[src/rtl/write_gen_pkg.sv]
// Shared types and width helpers for the tile write-burst generator.
package write_gen_pkg;

  typedef enum logic [1:0] {
    IDLE    = 2'b00,
    WRITING = 2'b01,
    DONE    = 2'b10
  } state_e;

  // Bank index needs at least one bit even for a single bank.
  function automatic int unsigned bank_w(input int unsigned num_banks);
    return (num_banks > 1) ? $clog2(num_banks) : 1;
  endfunction

  function automatic int unsigned len_w(input int unsigned max_burst);
    return $clog2(max_burst + 1);
  endfunction

endpackage

[src/rtl/write_burst_gen_if.sv]
// Upstream beat handshake plus BRAM address/enable bus for the write generator.
interface write_burst_gen_if
  import write_gen_pkg::*;
#(
  parameter int unsigned NUM_BANKS  = 2,
  parameter int unsigned ADDR_WIDTH = 11
);
  localparam int unsigned BANK_W = bank_w(NUM_BANKS);

  logic                  in_valid;
  logic                  in_ready;
  logic [ADDR_WIDTH-1:0] bram_addr;
  logic [NUM_BANKS-1:0]  bram_we;
  logic [BANK_W-1:0]     bank_sel;

  modport master (input in_valid, output in_ready, bram_addr, bram_we, bank_sel);
  modport slave  (output in_valid, input in_ready, bram_addr, bram_we, bank_sel);
endinterface

[src/rtl/write_tile_ptr.sv]
// Tile base / bank rotation / completed-tile bookkeeping with deferred reload.
module write_tile_ptr
  import write_gen_pkg::*;
#(
  parameter int unsigned NUM_BANKS  = 2,
  parameter int unsigned ADDR_WIDTH = 11,
  parameter int unsigned TILE_CNT_W = 16,
  localparam int unsigned BANK_W    = bank_w(NUM_BANKS)
) (
  input  logic                  clk,
  input  logic                  rst,
  input  logic [ADDR_WIDTH-1:0] cfg_base_addr,
  input  logic [ADDR_WIDTH-1:0] cfg_tile_stride,
  input  logic                  advance,
  input  logic                  reload,
  input  logic                  pend_set,
  output logic [ADDR_WIDTH-1:0] tile_base,
  output logic [BANK_W-1:0]     bank_ptr,
  output logic [TILE_CNT_W-1:0] tile_count,
  output logic                  pending_rst
);

  // A reload always takes priority over the end-of-tile advance.
  always_ff @(posedge clk) begin
    if (rst) begin
      tile_base   <= '0;
      bank_ptr    <= '0;
      tile_count  <= '0;
      pending_rst <= 1'b0;
    end else begin
      if (reload) begin
        tile_base  <= cfg_base_addr;
        bank_ptr   <= '0;
        tile_count <= '0;
      end else if (advance) begin
        tile_count <= tile_count + TILE_CNT_W'(1);
        if (bank_ptr == BANK_W'(NUM_BANKS - 1)) begin
          bank_ptr  <= '0;
          tile_base <= tile_base + cfg_tile_stride;
        end else begin
          bank_ptr <= bank_ptr + BANK_W'(1);
        end
      end
      if (reload)        pending_rst <= 1'b0;
      else if (pend_set) pending_rst <= 1'b1;
    end
  end

endmodule

[src/rtl/write_burst_gen.sv]
// BRAM write-burst generator: one tile per start, banks rotate per tile.
module write_burst_gen
  import write_gen_pkg::*;
#(
  parameter int unsigned NUM_BANKS  = 2,
  parameter int unsigned ADDR_WIDTH = 11,
  parameter int unsigned MAX_BURST  = 16,
  parameter int unsigned TILE_CNT_W = 16,
  localparam int unsigned LEN_W     = len_w(MAX_BURST),
  localparam int unsigned BANK_W    = bank_w(NUM_BANKS)
) (
  input  logic                  clk,
  input  logic                  rst,
  input  logic                  start_write,
  input  logic                  reset_addr_counter,
  input  logic                  abort,
  input  logic [ADDR_WIDTH-1:0] cfg_base_addr,
  input  logic [LEN_W-1:0]      cfg_burst_len,
  input  logic [ADDR_WIDTH-1:0] cfg_tile_stride,
  write_burst_gen_if.master     bus,
  output logic                  busy,
  output logic                  write_done,
  output logic [TILE_CNT_W-1:0] tile_count
);

  state_e                state_q, state_d;
  logic [LEN_W-1:0]      offset_q, len_q;
  logic [ADDR_WIDTH-1:0] tile_base;
  logic [BANK_W-1:0]     bank_ptr;
  logic                  pending_rst;
  logic                  beat_c, last_c, len_ok_c;
  logic                  advance_c, reload_c, pend_set_c;

  assign last_c   = (offset_q == len_q - LEN_W'(1));
  assign len_ok_c = (cfg_burst_len != '0) && (cfg_burst_len <= LEN_W'(MAX_BURST));

  always_ff @(posedge clk) begin
    if (rst) state_q <= IDLE;
    else     state_q <= state_d;
  end

  // Next state, handshake, write-enable decode and pointer control.
  always_comb begin
    state_d      = state_q;
    bus.in_ready = 1'b0;
    bus.bram_we  = '0;
    beat_c       = 1'b0;
    advance_c    = 1'b0;
    reload_c     = 1'b0;
    pend_set_c   = 1'b0;
    unique case (state_q)
      IDLE: begin
        reload_c = reset_addr_counter;
        if (start_write && len_ok_c) state_d = WRITING;
      end
      WRITING: begin
        bus.in_ready = 1'b1;
        beat_c       = bus.in_valid;
        if (beat_c) bus.bram_we = NUM_BANKS'(1) << bank_ptr;
        if (abort) begin
          state_d  = IDLE;
          reload_c = reset_addr_counter;
        end else begin
          pend_set_c = reset_addr_counter;
          if (beat_c && last_c) state_d = DONE;
        end
      end
      DONE: begin
        state_d   = IDLE;
        advance_c = 1'b1;
        reload_c  = reset_addr_counter || pending_rst;
      end
      default: state_d = IDLE;
    endcase
  end

  always_ff @(posedge clk) begin
    if (rst) begin
      offset_q <= '0;
      len_q    <= '0;
    end else begin
      if (state_q == IDLE && state_d == WRITING) len_q <= cfg_burst_len;
      if (state_q == DONE || (state_q == WRITING && abort)) offset_q <= '0;
      else if (beat_c)                                     offset_q <= offset_q + LEN_W'(1);
    end
  end

  write_tile_ptr #(
    .NUM_BANKS (NUM_BANKS),
    .ADDR_WIDTH(ADDR_WIDTH),
    .TILE_CNT_W(TILE_CNT_W)
  ) u_ptr (
    .clk            (clk),
    .rst            (rst),
    .cfg_base_addr  (cfg_base_addr),
    .cfg_tile_stride(cfg_tile_stride),
    .advance        (advance_c),
    .reload         (reload_c),
    .pend_set       (pend_set_c),
    .tile_base      (tile_base),
    .bank_ptr       (bank_ptr),
    .tile_count     (tile_count),
    .pending_rst    (pending_rst)
  );

  assign bus.bram_addr = tile_base + ADDR_WIDTH'(offset_q);
  assign bus.bank_sel  = bank_ptr;
  assign busy          = (state_q == WRITING) || (state_q == DONE);
  assign write_done    = (state_q == DONE);

endmodule

[src/flat_wrapper.sv]
// flat-port wrapper written by rule: the top's interface ports become plain ports
module write_burst_gen_flat import write_gen_pkg::*;
#(
  parameter int unsigned NUM_BANKS  = 2,
  parameter int unsigned ADDR_WIDTH = 11,
  parameter int unsigned MAX_BURST  = 16,
  parameter int unsigned TILE_CNT_W = 16,
  localparam int unsigned LEN_W     = len_w(MAX_BURST),
  localparam int unsigned BANK_W    = bank_w(NUM_BANKS)
)
  (clk, rst, start_write, reset_addr_counter, abort, cfg_base_addr, cfg_burst_len, cfg_tile_stride, busy, write_done, tile_count, bus_in_valid, bus_in_ready, bus_bram_addr, bus_bram_we, bus_bank_sel);
  write_burst_gen_if #(.NUM_BANKS(NUM_BANKS), .ADDR_WIDTH(ADDR_WIDTH)) bus_i ();
  input  logic clk;
  input  logic rst;
  input  logic start_write;
  input  logic reset_addr_counter;
  input  logic abort;
  input  logic [ADDR_WIDTH-1:0] cfg_base_addr;
  input  logic [LEN_W-1:0] cfg_burst_len;
  input  logic [ADDR_WIDTH-1:0] cfg_tile_stride;
  output logic busy;
  output logic write_done;
  output logic [TILE_CNT_W-1:0] tile_count;
  input wire logic [$bits(bus_i.in_valid)-1:0] bus_in_valid;
  output wire logic [$bits(bus_i.in_ready)-1:0] bus_in_ready;
  output wire logic [$bits(bus_i.bram_addr)-1:0] bus_bram_addr;
  output wire logic [$bits(bus_i.bram_we)-1:0] bus_bram_we;
  output wire logic [$bits(bus_i.bank_sel)-1:0] bus_bank_sel;
  assign bus_i.in_valid = bus_in_valid;
  assign bus_in_ready = bus_i.in_ready;
  assign bus_bram_addr = bus_i.bram_addr;
  assign bus_bram_we = bus_i.bram_we;
  assign bus_bank_sel = bus_i.bank_sel;
  write_burst_gen #(.NUM_BANKS(NUM_BANKS), .ADDR_WIDTH(ADDR_WIDTH), .MAX_BURST(MAX_BURST), .TILE_CNT_W(TILE_CNT_W)) u_core (.clk(clk), .rst(rst), .start_write(start_write), .reset_addr_counter(reset_addr_counter), .abort(abort), .cfg_base_addr(cfg_base_addr), .cfg_burst_len(cfg_burst_len), .cfg_tile_stride(cfg_tile_stride), .bus(bus_i), .busy(busy), .write_done(write_done), .tile_count(tile_count));
endmodule
[config.mk]
export PLATFORM = sky130hd
export DESIGN_NAME = write_burst_gen_flat
export DESIGN_NICKNAME = d
export VERILOG_FILES = /design/src/rtl/write_gen_pkg.sv /design/src/rtl/write_burst_gen_if.sv /design/src/rtl/write_tile_ptr.sv /design/src/rtl/write_burst_gen.sv /design/src/flat_wrapper.sv
export SDC_FILE = /design/constraint.sdc
export NUM_CORES = 1
export LEC_CHECK = 0
export CORE_MARGIN = 2
export CORE_UTILIZATION = 45
export CTS_CLUSTER_SIZE = 25
export DETAILED_ROUTE_END_ITERATION = 6
export HOLD_SLACK_MARGIN = 0.15
export PLACE_DENSITY = 0.84
export SLEW_MARGIN = 20
export SYNTH_ARGS = -nofsm -noshare
export SYNTH_HDL_FRONTEND = slang
export SYNTH_SLANG_ARGS = --single-unit
[constraint.sdc]
create_clock -name clk -period 3.4 [get_ports clk]
set_clock_uncertainty 0.05 [all_clocks]
set_input_delay 0.68 -clock clk [delete_from_list [all_inputs] [get_ports clk]]
set_output_delay 0.68 -clock clk [all_outputs]
set_load 0.02 [all_outputs]
==> flow_metrics.tcl <==
set metrics [dict create \
    status "finished clean" \
    rows 28 \
    yosysWarnings 0 \
    async_reset_ff_share_pct 0 \
    layout-area-overhead-vs-synth_pct 30.6 \
    wl_per_cell_um 13.9 \
    setup_ws_ns 0.192 \
    routed_wl_um 6610 \
    synthTopCellsByArea "dfxtp_1 (30%), ha_1 (10%), nor2_1 (6.5%), xor2_1 (6.2%), xnor2_1 (5.5%)" \
    slew_viol_final 0 \
    clk_pin_slew_worst_paths_ns 0.08 \
    tightest_slew_ns 0.605 \
    max_slew_margin_pct 59.4 \
    gr-total-overflow 0 \
    detail-route-antenna-nets 0 \
    synth-main-ff-cell "dfxtp_1" \
    diodes 0 \
    cts_tree "done" \
    rsz0062_at_grt "no" \
    core_area_mm2 0.00585 \
    multi_input_area_mm2 0.00179 \
    vias 2537 \
    hold_viol 0 \
    crit_required_ns 2.67 \
    period_needed_ns 3.21 \
    hold_path.class "reg -> reg" \
    setup_viol 0 \
    vdd_drop_max_mv 0.153 \
    fmax_ghz 0.312 \
    grt_usage_pct 20.7 \
    cp.arrival_ns 2.48 \
    hpwl_um 5060 \
    pre_cts_slack_ns 0.0185 \
    io_buffers 65 \
    final_util_pct 60.2 \
    io_pins 66 \
    grt_pass1_wl_um 10800 \
    clkSinkCount 41 \
    syn_nets 387 \
    antenna_found_initial 0 \
    synth_cell_types 44 \
    drt_iter0_markers 142 \
    regArea_um2 821 \
    die-area_mm2 0.00663 \
    drive_above_1_share_pct 5.51 \
    clockBufferDepth 2 \
    cp_max_fo 7 \
    p_leak_nw 1.43 \
    synth_top_area_cell "dfxtp_1" \
    fin_crit_sh_pct 94.4 \
    critPathKind "reg -> out" \
    die_h_um 81.4 \
    critPathCaptureType "primary output" \
    power.density_mw_per_mm2 312 \
    crit_path_start_kind "flop" \
    synth_area_mm2 0.00270 \
    grt_max_degree 21 \
    synth.yosys.seq_area_share_pct 30.4 \
    root_buffer "clkbuf_8" \
    htree_levels 2 \
    synthCells 330 \
    fin_tns_setup_ns 0 \
    first_pass_iters 4 \
    fin_nets 455 \
    chipWidth_um 81.4 \
    gp_congestion 0.864 \
    initial_core_util_pct 46.1 \
    drcViolationCount 0 \
    syn_avg_cell_area_um2 8.18 \
    insertion_delay_ns 0.29 \
    netlist.area_leader.share_pct 30.4 \
    maxCapViolations 0 \
    grt_pass1_vias 2463 \
    num-fill-cells 521 \
    synth_edf_count 0 \
    ys_ff_latch 41 \
    via_per_inst 5.35 \
    cts_buffers 5 \
]
registers in the layout (all words and copies together) (netlist names):
name	flops
u_core.len_q	5
u_core.offset_q	5
u_core.u_ptr.tile_count	16
u_core.state_q	2
u_core.u_ptr.pending_rst	1
u_core.u_ptr.bank_ptr	1
u_core.u_ptr.tile_base	11
critical path: stages, from the launching register on:
cell and delay (ns):
dfxtp_1 0.48, ha_1 0.32, nor2b_1 0.14, o21ai_0 0.21, a21boi_1 0.12, buf_4 0.15, nor2_1 0.14, clkdlybuf4s50_1 0.63
where the power goes:
| group | leakage (nW) | switching [mW] | total [mW] | internal, mW |
|---|---|---|---|---|
| Combinational | 1.05 | 0.132 | 0.265 | 0.134 |
| Clock | 0.0450 | 0.173 | 0.315 | 0.143 |
| Sequential | 0.333 | 0.0217 | 0.520 | 0.498 |
| Total | 1.43 | 0.326 | 1.10 | 0.774 |
repair_timing:
item,CTS,global route
hold buffers,0,0
pin swaps,0,2
gates cloned,0,0
setup buffers,0,2
setup endpoints to repair,6,4
resized for setup,9,9
kinds of logic (layout without fill, tap and decap cells):
family | count (synthesis) | in the layout | synth area share, %
and+or+nand+nor | 130 | 130 | 23.4
AOI/OAI and AO/OA | 65 | 65 | 15.9
DFF | 41 | 41 | 30.4
xor gates and xnor gates | 36 | 36 | 11.7
buffers and inverters | 25 | 94 | 3.66
adders and majority gates | 24 | 24 | 11.7
muxes | 9 | 9 | 3.34
worst paths after layout:
check	to	depth (start not counted)	startpoint	slack [ns]
max	bus_bram_addr[4]	7	u_core.offset_q[2]	0.19
min	u_core.u_ptr.pending_rst	2	u_core.u_ptr.pending_rst	0.43
max reg2reg	u_core.u_ptr.tile_count[13]	8	u_core.state_q[0]	1.01
min reg2reg	u_core.u_ptr.pending_rst	2	u_core.u_ptr.pending_rst	0.43
per-layer routing:
metal | global-route usage (%) | vias to the layer above | part of all wire (%) | routed length [um]
li1 | - | 1278 | - | -
met3 | 3.41 | 15 | 3.6 | 235
met5 | 0 | - | 0 | 0
met4 | 9.32 | 0 | 2.4 | 160
met2 | 36.1 | 60 | 50 | 3280
met1 | 24.9 | 1184 | 44 | 2930
cells in the mapped netlist, types with 3 or more instances:
library cell	count
mux2i_1	9
o211ai_1	3
nand4_1	8
a21o_1	5
nor3_1	4
nand3_1	6
nor2b_1	4
xnor2_1	17
nand2b_1	16
a211oi_1	4
o21a_1	4
and3_1	4
a311oi_1	5
xor2_1	19
nor2_1	47
clkbuf_1	7
or3_1	3
nand2_1	29
dfxtp_1	41
inv_1	14
o21ai_0	12
a21boi_0	3
a21oi_1	17
ha_1	22
buf_2	4
stage by stage:
stage	cells	hold WS (ns)	instance area [um2]	total power, mW
5_1_grt	474	0.482	3520	1.16
3_5_place_dp	464	0.408	3430	0.797
2_1_floorplan	330	0.387	2700	0.695
6_report	474	0.426	3520	1.10
4_1_cts	472	0.429	3510	1.11
3_3_place_gp	464	0.402	3430	0.789
layout make-up:
class / count / share of cell area (%)
Sequential cell: 41 / 23.3
Timing Repair Buffer: 72 / 19.5
Clock buffer: 6 / 2.06
Tap cell: 75 / 2.66
Clock inverter: 2 / 0.284
Inverter: 14 / 1.49
Multi-Input combinational cell: 264 / 50.7
cell usage in the layout (no fill, tap or decap), types with 2 or more instances in the layout:
| cell | n |
|---|---|
| o21bai_1 | 2 |
| dlygate4sd2_1 | 2 |
| clkbuf_2 | 2 |
| and2_1 | 2 |
| a211oi_1 | 4 |
| nor3_1 | 4 |
| buf_4 | 7 |
| nor2_1 | 47 |
| o211ai_1 | 3 |
| nand4_1 | 8 |
| a311oi_1 | 5 |
| a21oi_1 | 17 |
| a21o_1 | 5 |
| clkdlybuf4s50_1 | 59 |
| mux2i_1 | 9 |
| clkbuf_8 | 5 |
| xor2_1 | 19 |
| o21ai_0 | 12 |
| a31oi_1 | 2 |
| or3_1 | 3 |
| a21boi_1 | 2 |
| ha_1 | 22 |
| xnor2_1 | 16 |
| fa_1 | 2 |
| nand3_1 | 6 |
| dfxtp_1 | 41 |
| clkinv_2 | 2 |
| nor2b_1 | 4 |
| nand2b_1 | 16 |
| inv_1 | 14 |
| nand2_1 | 29 |
| o21a_1 | 4 |
| and3_1 | 4 |
Note: power is estimated with default switching activity, not from simulation.
==> RTL change 1 (config.mk and constraints unchanged) <==
Add an input register stage for `cfg_base_addr` and `cfg_tile_stride`; this delays them by one clock. The other inputs are not delayed to match.
--- a/src/rtl/write_burst_gen.sv
+++ b/src/rtl/write_burst_gen.sv
@@ -24,2 +24,10 @@
 );
+
+  logic [ADDR_WIDTH-1:0] cfg_base_addr_q;
+  logic [ADDR_WIDTH-1:0] cfg_tile_stride_q;
+
+  always_ff @(posedge clk) begin
+    cfg_base_addr_q   <= cfg_base_addr;
+    cfg_tile_stride_q <= cfg_tile_stride;
+  end
 
@@ -94,4 +102,4 @@
     .rst            (rst),
-    .cfg_base_addr  (cfg_base_addr),
-    .cfg_tile_stride(cfg_tile_stride),
+    .cfg_base_addr  (cfg_base_addr_q),
+    .cfg_tile_stride(cfg_tile_stride_q),
     .advance        (advance_c),
Function: changed (a bounded check fails within 4 cycles, from zero or initial values and one cycle with rst high).
==> RTL change 1 against the unedited design <==
Worst setup slack got worse by 120 ps; area after synthesis rose by 22%; sequential cell count rose by 22; critical path depth rose by 2; final cell count rose by 11%; core utilization fell by 1.6 points; count of clock-buffer cells in the layout rose by 5; design area rose by 19%; routed wire length rose by 9.7%; combinational power rose by 13%; clock power rose by 76%; power rose by 50%; largest cell class unchanged.
==> RTL change 1: results (changes against the unedited design) <==
| Metric | Value |
|---|---|
| Status | `complete, no violations` |
| Complex-gate fraction of the synthesized area | `14.6% (-1.2 points)` |
| Nonclk buf count | `70 (-2.8%)` |
| Maximum number of pins on one net before global-route repair | `22 (+4.8%)` |
| Met3 wirelength from detailed routing | `340 um (+45%)` |
| Mean number of vias per cell | `5.25 (-1.9%)` |
| FILL cells | `620 (+19%)` |
| Worst reg2reg endpoint | `u_core.u_ptr.tile_base[10]` |
| Routed wire per std cell | `13.7 um (-1.4%)` |
| Synth unique cells | `50 (+14%)` |
| Critical R2R Launch | `u_core.state_q[1]` |
| Register-to-register path setup slack | `1120 ps (+110 ps)` |
| Parity-gate share of the synthesized area counting xor and xnor cells | `10.6% (-1.1 points)` |
| Arrival @ worst endpoint | `2590 ps (+110 ps)` |
| Fraction of standard cell area that is sequential | `29.9% (+6.7 points)` |
| Net count after synthesis | `414 (+7.0%)` |
| First-pass GRT wire length | `11900 um (+10%)` |
| Worst Setup SP | `u_core.u_ptr.tile_base[0]` |
| Non-clock buffering overhead | `16.0% (-3.5 points)` |
| Multi-input gate share of total cell area | `46.0% (-4.7 points)` |
| Most frequent cells after synthesis | `63 x sky130_fd_sc_hd__dfxtp_1, 38 x sky130_fd_sc_hd__nor2_1, 26 x sky130_fd_sc_hd__nand2_1` |
| Met1 Routed Length | `3180 um (+8.6%)` |
| Mean Syn Cell Area | `9.25 um^2 (+13%)` |
| Share of cell area taken by muxes after synthesis | `3.07% (-0.27 points)` |
| Crit Path Max Fanout | `3 (-4)` |
| Worst min-delay path endpoint | `u_core.u_ptr.tile_base[1]` |
| Arithmetic-cell share of the synthesized area counting full adders, half adders and majority gates | `9.55% (-2.1 points)` |
| Resized Gates After CTS | `6 (-3)` |
| Number of buffers created by CTS | `9 (+4)` |
| Hold Slack | `421 ps (-4.79 ps)` |
| Detail Placement HPWL | `5450 um (+7.6%)` |
| Fraction of final layout cells sized beyond drive strength 1 | `8.64% (+3.1 points)` |
| Minimum setup slack after placement | `-73.7 ps (-92.2 ps)` |
| Fraction of area in clock buffers and inverters | `3.89% (+1.5 points)` |
| Placed cell count | `512 (+10%)` |
| Gpl congestion | `0.873 (+1.0%)` |
| Total placed instance area | `4050 um^2 (+18%)` |
| Share of the yosys chip area belonging to registers | `38.2% (+7.8 points)` |
[RTL change 1: changes by cell type after synthesis, moves of 3 or more]
cell	delta
sky130_fd_sc_hd__o211ai_1	-3
sky130_fd_sc_hd__a21o_1	-3
sky130_fd_sc_hd__and3_1	+4
sky130_fd_sc_hd__and4_1	+3
sky130_fd_sc_hd__xnor2_1	+5
sky130_fd_sc_hd__nand2b_1	-3
sky130_fd_sc_hd__nor2_1	-9
sky130_fd_sc_hd__nand3_1	+7
sky130_fd_sc_hd__dfxtp_1	+22
sky130_fd_sc_hd__nand2_1	-3
[RTL change 1: per-layer routing]
metal / vias to the layer above / GRT usage (%)
li1: 1387 / -
met1: 1297 / 23.1
met2: 67 / 32.9
met3: 16 / 3.75
met4: 0 / 9.91
met5: - / 0
[RTL change 1: power by group through the flow]
stage               combinational (uW)  clock, uW  sequential (uW)
finish                             299        553              797
CTS                                300        568              797
detailed placement                 301          0              813
floorplan                          205          0              803
global route                       327        604              801
global placement                   293          0              812
==> RTL change 2 (same settings) <==
Made on the original files. `NUM_BANKS` is set to 2 in 4 places; all go to 1.
--- a/src/rtl/write_burst_gen_if.sv
+++ b/src/rtl/write_burst_gen_if.sv
@@ -4,3 +4,3 @@
 #(
-  parameter int unsigned NUM_BANKS  = 2,
+  parameter int unsigned NUM_BANKS  = 1,
   parameter int unsigned ADDR_WIDTH = 11
--- a/src/rtl/write_tile_ptr.sv
+++ b/src/rtl/write_tile_ptr.sv
@@ -4,3 +4,3 @@
 #(
-  parameter int unsigned NUM_BANKS  = 2,
+  parameter int unsigned NUM_BANKS  = 1,
   parameter int unsigned ADDR_WIDTH = 11,
--- a/src/rtl/write_burst_gen.sv
+++ b/src/rtl/write_burst_gen.sv
@@ -4,3 +4,3 @@
 #(
-  parameter int unsigned NUM_BANKS  = 2,
+  parameter int unsigned NUM_BANKS  = 1,
   parameter int unsigned ADDR_WIDTH = 11,
--- a/src/flat_wrapper.sv
+++ b/src/flat_wrapper.sv
@@ -3,3 +3,3 @@
 #(
-  parameter int unsigned NUM_BANKS  = 2,
+  parameter int unsigned NUM_BANKS  = 1,
   parameter int unsigned ADDR_WIDTH = 11,
Ports: changed (resized bus_bram_we); port bits go from 66 to 65. No check against the original RTL was run, so the function may have changed too.
==> RTL change 2 against the unedited design <==
Register-to-register slack better by 160 ps; routed wire length is 4.5% lower; worst setup slack worse by 19 ps; largest cell class unchanged; first-iteration DRC count is 21% lower; sequential cell count is 1 lower; worst hold slack better by 45 ps; area after synthesis is 2.6% lower; power is 1.5% higher; design area is 2.2% lower.
==> RTL change 2: results (changes against the unedited design) <==
| Metric | Value |
|---|---|
| Status | `complete, no violations` |
| Complex-gate fraction of the synthesized area | `15.3% (-0.53 points)` |
| Fraction of final layout cells sized beyond drive strength 1 | `4.97% (-0.54 points)` |
| Met1 GRT Util | `26.2% (+1.4 points)` |
| FILL cells | `481 (-7.7%)` |
| Routed wire per std cell | `13.9 um (-0.27%)` |
| Met2 global-route usage | `35.8% (-0.32 points)` |
| Net count after synthesis | `368 (-4.9%)` |
| Port buffer count | `63 (-3.1%)` |
| Share of cell area taken by muxes after synthesis | `4.24% (+0.90 points)` |
| Total power consumption of the routed design | `1120 uW (+1.5%)` |
| Arithmetic-cell share of the synthesized area counting full adders, half adders and majority gates | `12.0% (+0.31 points)` |
| First-pass GRT wire length | `10700 um (-0.83%)` |
| Crit-path slowest cell | `sky130_fd_sc_hd__fa_1` |
| Total placed instance area | `3370 um^2 (-1.9%)` |
| Fraction of area in clock buffers and inverters | `2.36% (+0.017 points)` |
| Delay of the slowest cell on the worst path | `390 ps (-240 ps)` |
| Number of sinks driven by the clock tree | `40 (-2.4%)` |
| Instance count of the mapped netlist | `311 (-5.8%)` |
| Core area | `5570 um^2 (-4.7%)` |
| Mean number of vias per cell | `5.35 (about the same)` |
| Global routing usage summed across all routing layers | `21.0% (+0.33 points)` |
| Switching Share | `30.5% (+0.88 points)` |
| Multi-input gates | `249 (-5.7%)` |
| Cell types occupying the most area after synthesis | `sky130_fd_sc_hd__dfxtp_1 30%, sky130_fd_sc_hd__ha_1 10%, sky130_fd_sc_hd__xnor2_1 7.7%, sky130_fd_sc_hd__nor2_1 6.9%, sky130_fd_sc_hd__xor2_1 6.7%` |
| Maximum VDD drop | `0.146 mV (-4.7%)` |
| Parity-gate share of the synthesized area counting xor and xnor cells | `14.3% (+2.6 points)` |
| Via count of the first global-routing pass | `2384 (-3.2%)` |
| Met1 Routed Length | `2810 um (-4.1%)` |
| Met2 routed wirelength | `2950 um (-10%)` |
-- RTL change 2: cell types whose count changed in the layout (fill, tap and decap cells not counted), moves of 3 or more --
cell                       unedited run  this run
sky130_fd_sc_hd__nand2b_1            16         6
sky130_fd_sc_hd__nand2_1             29        20
sky130_fd_sc_hd__o21ai_0             12         3
sky130_fd_sc_hd__xnor2_1             16        23
sky130_fd_sc_hd__o21ai_1              0         6
sky130_fd_sc_hd__nand3_1              6        11
sky130_fd_sc_hd__o221ai_1             0         4
sky130_fd_sc_hd__a311oi_1             5         2
sky130_fd_sc_hd__or3_1                3         0
-- RTL change 2: final timing paths --
kind	startpoint	slack, ps	endpoint
hold reg to reg	u_core.u_ptr.pending_rst	470	u_core.u_ptr.pending_rst
setup reg to reg	u_core.u_ptr.tile_base[0]	1170	u_core.u_ptr.tile_base[8]
setup / recovery	u_core.u_ptr.tile_base[0]	170	bus_bram_addr[6]
hold / removal	u_core.u_ptr.pending_rst	470	u_core.u_ptr.pending_rst
